### src/rtl/alu_arbiter.sv
// Round-robin front end that shares one combinational ALU between two requesters.
// One operation in flight at a time: accept (IDLE), execute (EXEC), respond (RESP).
//
// state | meaning
// IDLE  | waiting for a request; ready follows the round-robin grant
// EXEC  | operands held on the ALU; result captured at the end of this cycle
// RESP  | one-cycle result strobe to the owning requester
module alu_arbiter #(
    parameter int WIDTH = 32
) (
    input  logic             clk,
    input  logic             reset_n,
    input  logic             req0_valid,
    output logic             req0_ready,
    input  logic [3:0]       req0_op,
    input  logic [WIDTH-1:0] req0_left,
    input  logic [WIDTH-1:0] req0_right,
    input  logic             req1_valid,
    output logic             req1_ready,
    input  logic [3:0]       req1_op,
    input  logic [WIDTH-1:0] req1_left,
    input  logic [WIDTH-1:0] req1_right,
    output logic             rsp0_valid,
    output logic [WIDTH-1:0] rsp0_result,
    output logic             rsp0_err,
    output logic             rsp1_valid,
    output logic [WIDTH-1:0] rsp1_result,
    output logic             rsp1_err,
    output logic [WIDTH-1:0] alu_left,
    output logic [WIDTH-1:0] alu_right,
    output logic [3:0]       alu_control,
    input  logic [WIDTH-1:0] alu_out,
    output logic             busy
);

    typedef enum logic [1:0] {
        IDLE = 2'd0,
        EXEC = 2'd1,
        RESP = 2'd2
    } state_t;

    state_t           state_q, state_d;
    logic             last_q;
    logic             owner_q;
    logic             err_q;
    logic [WIDTH-1:0] result_q;
    logic [WIDTH-1:0] alu_left_q;
    logic [WIDTH-1:0] alu_right_q;
    logic [3:0]       alu_control_q;

    logic             any_req;
    logic             grant;
    logic             accept;
    logic [3:0]       sel_op;
    logic [WIDTH-1:0] sel_left;
    logic [WIDTH-1:0] sel_right;
    logic             sel_legal;

    function automatic logic op_legal(input logic [3:0] op);
        case (op)
            4'b0000, 4'b0001, 4'b0010, 4'b0110, 4'b0111, 4'b1100: return 1'b1;
            default: return 1'b0;
        endcase
    endfunction

    // last_q holds the previous winner; on contention the other side wins
    assign any_req   = req0_valid | req1_valid;
    assign grant     = (req0_valid && req1_valid) ? ~last_q : req1_valid;
    assign accept    = (state_q == IDLE) && any_req;
    assign sel_op    = grant ? req1_op    : req0_op;
    assign sel_left  = grant ? req1_left  : req0_left;
    assign sel_right = grant ? req1_right : req0_right;
    assign sel_legal = op_legal(sel_op);

    always_ff @(posedge clk) begin
        if (!reset_n) begin
            state_q <= IDLE;
        end else begin
            state_q <= state_d;
        end
    end

    always_comb begin
        state_d = state_q;
        case (state_q)
            IDLE:    if (any_req) state_d = EXEC;
            EXEC:    state_d = RESP;
            RESP:    state_d = IDLE;
            default: state_d = IDLE;
        endcase
    end

    always_comb begin
        req0_ready  = accept && !grant;
        req1_ready  = accept && grant;
        busy        = (state_q == EXEC) || (state_q == RESP);
        rsp0_valid  = (state_q == RESP) && !owner_q;
        rsp1_valid  = (state_q == RESP) && owner_q;
        rsp0_result = rsp0_valid ? result_q : '0;
        rsp1_result = rsp1_valid ? result_q : '0;
        rsp0_err    = rsp0_valid && err_q;
        rsp1_err    = rsp1_valid && err_q;
    end

    always_ff @(posedge clk) begin
        if (!reset_n) begin
            last_q        <= 1'b1;
            owner_q       <= 1'b0;
            err_q         <= 1'b0;
            result_q      <= '0;
            alu_left_q    <= '0;
            alu_right_q   <= '0;
            alu_control_q <= 4'b0000;
        end else begin
            if (accept) begin
                last_q        <= grant;
                owner_q       <= grant;
                err_q         <= !sel_legal;
                alu_left_q    <= sel_left;
                alu_right_q   <= sel_right;
                alu_control_q <= sel_legal ? sel_op : 4'b0000;
            end
            // illegal opcodes still run the ALU as AND; the result is discarded
            if (state_q == EXEC) begin
                result_q <= err_q ? '0 : alu_out;
            end
        end
    end

    assign alu_left    = alu_left_q;
    assign alu_right   = alu_right_q;
    assign alu_control = alu_control_q;

endmodule

### config.mk
export PLATFORM = sky130hd
export DESIGN_NAME = alu_arbiter
export DESIGN_NICKNAME = d
export VERILOG_FILES = /design/src/rtl/alu_arbiter.sv
export SDC_FILE = /design/constraint.sdc
export NUM_CORES = 1
export LEC_CHECK = 0
export BUFFER_PORTS_ARGS = -buffer_cell sky130_fd_sc_hd__clkbuf_2
export CORE_MARGIN = 10
export CORE_UTILIZATION = 48
export CTS_BUF_LIST = sky130_fd_sc_hd__clkbuf_4 sky130_fd_sc_hd__clkbuf_8
export DETAILED_ROUTE_END_ITERATION = 6
export GPL_ROUTABILITY_DRIVEN = 0
export PLACE_DENSITY = 0.89
export SLEW_MARGIN = 20
export SYNTH_ARGS = -nofsm -noshare
export SYNTH_HDL_FRONTEND = slang
export SYNTH_SLANG_ARGS = --single-unit
### constraint.sdc
create_clock -name clk -period 4 [get_ports clk]
set_input_delay 0.2 -clock clk [delete_from_list [all_inputs] [get_ports clk]]
set_output_delay 0.2 -clock clk [all_outputs]
set_load 0.01 [all_outputs]
==> impl_metrics.tcl <==
set metrics [dict create \
    worst_setup_hold_path_clk_slew_ns 0.10 \
    cts.hold.buffers_added 0 \
    number_of_synthesized_flops_with_an_enable_pin 0 \
    cts.sink_count 105 \
    max_cap_viol_count 0 \
    critical_path_class "flip-flop to output pin" \
    detail_route.wl_per_cell_microns 18.3 \
    number_of_distinct_standard_cells_referenced_by_the_synthesized_netlist 31 \
    final_max_slew_viol_count 0 \
    min_period_ns 2.60 \
    drt_drc_violations_left 0 \
    h-tree-depth 3 \
    status "finished, final reports clean" \
    ys_top_cells_by_count "105 x sky130_fd_sc_hd__dfxtp_1, 71 x sky130_fd_sc_hd__nand2_1, 70 x sky130_fd_sc_hd__a21oi_1, 37 x sky130_fd_sc_hd__nor2_1" \
    ys_seq_elements 105 \
    detail_route.wirelength_mm 18.0 \
    clk_path_buf_depth 2 \
    synthesis.nets 742 \
    postLayoutSetupSlackWorst_ns 1.40 \
    post_synth.cell_area_avg_sq_um 8.70 \
    synthesis.instances 566 \
    detailedRoute.firstIterationViolations 344 \
    cts_tree "done" \
    preCtsSetupSlack_ns 1.74 \
    fmax_mhz 385 \
    synthToLayoutAreaGrowth_pct 35.8 \
    clk_root_buffer_cell "sky130_fd_sc_hd__clkbuf_8" \
    hold_viol 0 \
    final_nets 1021 \
    max_slew.worst_pin.slew_ns 1.04 \
    initial_core_util_pct 49.9 \
    cts-buffers-inserted 9 \
    netlist.area_leader.share_pct 42.7 \
    netlist.top_cell.by_area "sky130_fd_sc_hd__dfxtp_1" \
    grt_setup_unrepaired "false" \
    asyncSetResetFlopFracSynth_pct 0 \
    yosys.cell_count.top_type "sky130_fd_sc_hd__dfxtp_1" \
    detail_route.vias_per_cell 5.28 \
    worst_skew_pair.late_latency_ns 0.35 \
    floorplan.rows 36 \
    worst-path-max-fanout 35 \
    post_cts_resize_count 0 \
    top_level_ports 311 \
    grt_usage_pct 23.0 \
    drt-pass1-iter-count 5 \
    hold_path_class "primary input to flip-flop" \
    total_leakage_power_nw 3.29 \
    ys_dominant_reg_cell "sky130_fd_sc_hd__dfxtp_1" \
    synth.cell_area_sq_mm 0.00493 \
    largest_clock_skew_in_the_final_design_ns 0.0141 \
    setup_viol 0 \
    crit_path_end_kind "output pin" \
    route.antenna.remaining_nets 0 \
    chipHeight_microns 121 \
    port_buffers 310 \
    ys_seq_area_share_pct 42.7 \
    crit_required_ns 3.80 \
    largest_cells_by_area_after_synthesis "sky130_fd_sc_hd__dfxtp_1 43%, sky130_fd_sc_hd__a22oi_2 7.6%, sky130_fd_sc_hd__a21oi_1 7.1%" \
    largest_net_degree_at_the_start_of_global_routing 71 \
    global_route_wire_length_before_repair_mm 27.7 \
    core_region_area_sq_mm 0.00986 \
    detailedPlacementHpwl_mm 14.1 \
    vdd.ir_drop.worst_mv 0.245 \
    num_vias 5196 \
    critical_path_arrival_ns 2.40 \
    cts_setup_buffers 0 \
    first_global_vias 5328 \
    initial_antenna_violation_count 2 \
    synthesis.yosys.warnings 0 \
    totalNegativeSetupSlack_ns 0 \
    maxSlewHeadroom_pct 30.8 \
    power.density_mw_per_mm2 377 \
    critPathLaunchType "flip-flop" \
    design.die.area_sq_mm 0.0147 \
    final_layout_size_suffix_gt1_share_pct 47.3 \
    gr-total-overflow 0 \
    finalCritPeriodShare_pct 65.0 \
    chipWidth_microns 121 \
]
## final cells by class
type | instances | area, sq um
inverter | 7 | 27.5
fill | 853 | 3170
multi-input combinational | 405 | 2590
timing repair buffer | 317 | 1600
sequential | 105 | 2100
clock inverter | 4 | 53.8
antenna | 2 | 5.00
clock buffer | 11 | 145
tap | 133 | 166
## logic make-up (layout without fill, tap and decap cells)
family / after synthesis / count (layout) / synth area share [%]
other: 0 / 2 / 0
AOI/OAI and AO/OA: 176 / 176 / 27.5
muxes: 2 / 2 / 0.406
adders and majority gates: 4 / 4 / 1.02
and+or+nand+nor: 223 / 223 / 23.0
buffers and inverters: 56 / 339 / 5.38
DFF: 105 / 105 / 42.7
## final timing paths
kind / from / endpoint / slack, ns / depth (start not counted)
max reg2reg: state_q[0] / alu_right[9] / 1.70 / 7
max: state_q[0] / rsp0_result[9] / 1.40 / 6
min reg2reg: alu_control[2] / alu_control[2] / 0.47 / 2
min: req0_right[17] / alu_right[17] / 0.05 / 3
## flip-flops by register name, summed over array words and instances, names as in the netlist
name	cells
result_q	32
last_q	1
alu_control	4
err_q	1
alu_right	32
alu_left	32
state_q	2
owner_q	1
## routing by layer
metal  GRT usage, %  part of all wire, %  vias to the layer above  wire (microns)
li1               -                    -                     2515               -
met1           23.1                   35                     2406            6320
met2           40.6                   50                      239            9090
met3           10.8                   12                       36            2170
met4           7.90                  2.5                        0             449
met5              0                    0                        -               0
## worst max-delay path: stages, from the launching register on
cell and delay [ns]:
sky130_fd_sc_hd__dfxtp_1 0.35, sky130_fd_sc_hd__inv_1 0.11, sky130_fd_sc_hd__ha_1 0.78, sky130_fd_sc_hd__nor2b_1 0.21, sky130_fd_sc_hd__buf_4 0.29, sky130_fd_sc_hd__and2_1 0.17, sky130_fd_sc_hd__clkbuf_2 0.14
## report_power, final
| group | switching [W] | internal, W | leakage [nW] |
|---|---|---|---|
| sequential | 0.0000715 | 0.00115 | 0.863 |
| combinational | 0.000375 | 0.000267 | 2.33 |
| clock | 0.000346 | 0.000312 | 0.0951 |
## per-stage QoR
step	power, W	area, sq um	utilization (%)	std cells	hold slack (ns)
2_1_floorplan	0.00163	4930	-	566	0.325
3_3_place_gp	0.00187	6480	65.7	967	0.423
3_5_place_dp	0.00189	6490	65.8	967	0.427
4_1_cts	0.00254	6690	67.8	982	0.0376
5_1_grt	0.00265	6690	67.8	984	0.0493
6_report	0.00252	6690	67.8	984	0.0505
## cell usage in the layout, fill, tap and decap left out, types with 2 or more instances in the layout
cell type	netlist	layout
sky130_fd_sc_hd__a21oi_2	30	30
sky130_fd_sc_hd__clkbuf_8	0	10
sky130_fd_sc_hd__nor2b_1	35	34
sky130_fd_sc_hd__nor3_1	2	2
sky130_fd_sc_hd__dfxtp_1	105	105
sky130_fd_sc_hd__a311oi_1	3	3
sky130_fd_sc_hd__inv_1	7	6
sky130_fd_sc_hd__a22oi_1	34	34
sky130_fd_sc_hd__a21oi_1	70	70
sky130_fd_sc_hd__clkbuf_2	0	310
sky130_fd_sc_hd__o31ai_1	2	2
sky130_fd_sc_hd__a22oi_2	30	30
sky130_fd_sc_hd__nor2_1	37	36
sky130_fd_sc_hd__nand2b_1	2	2
sky130_fd_sc_hd__diode_2	0	2
sky130_fd_sc_hd__o2111a_1	2	2
sky130_fd_sc_hd__and4bb_2	2	2
sky130_fd_sc_hd__mux2i_1	2	2
sky130_fd_sc_hd__buf_4	2	7
sky130_fd_sc_hd__and2_1	35	34
sky130_fd_sc_hd__nand3b_1	2	2
sky130_fd_sc_hd__ha_1	4	4
sky130_fd_sc_hd__clkinvlp_4	0	2
sky130_fd_sc_hd__nand3_1	3	3
sky130_fd_sc_hd__and3_1	33	33
sky130_fd_sc_hd__nand2_1	71	71
No activity file was read; power rests on OpenSTA's default activity.
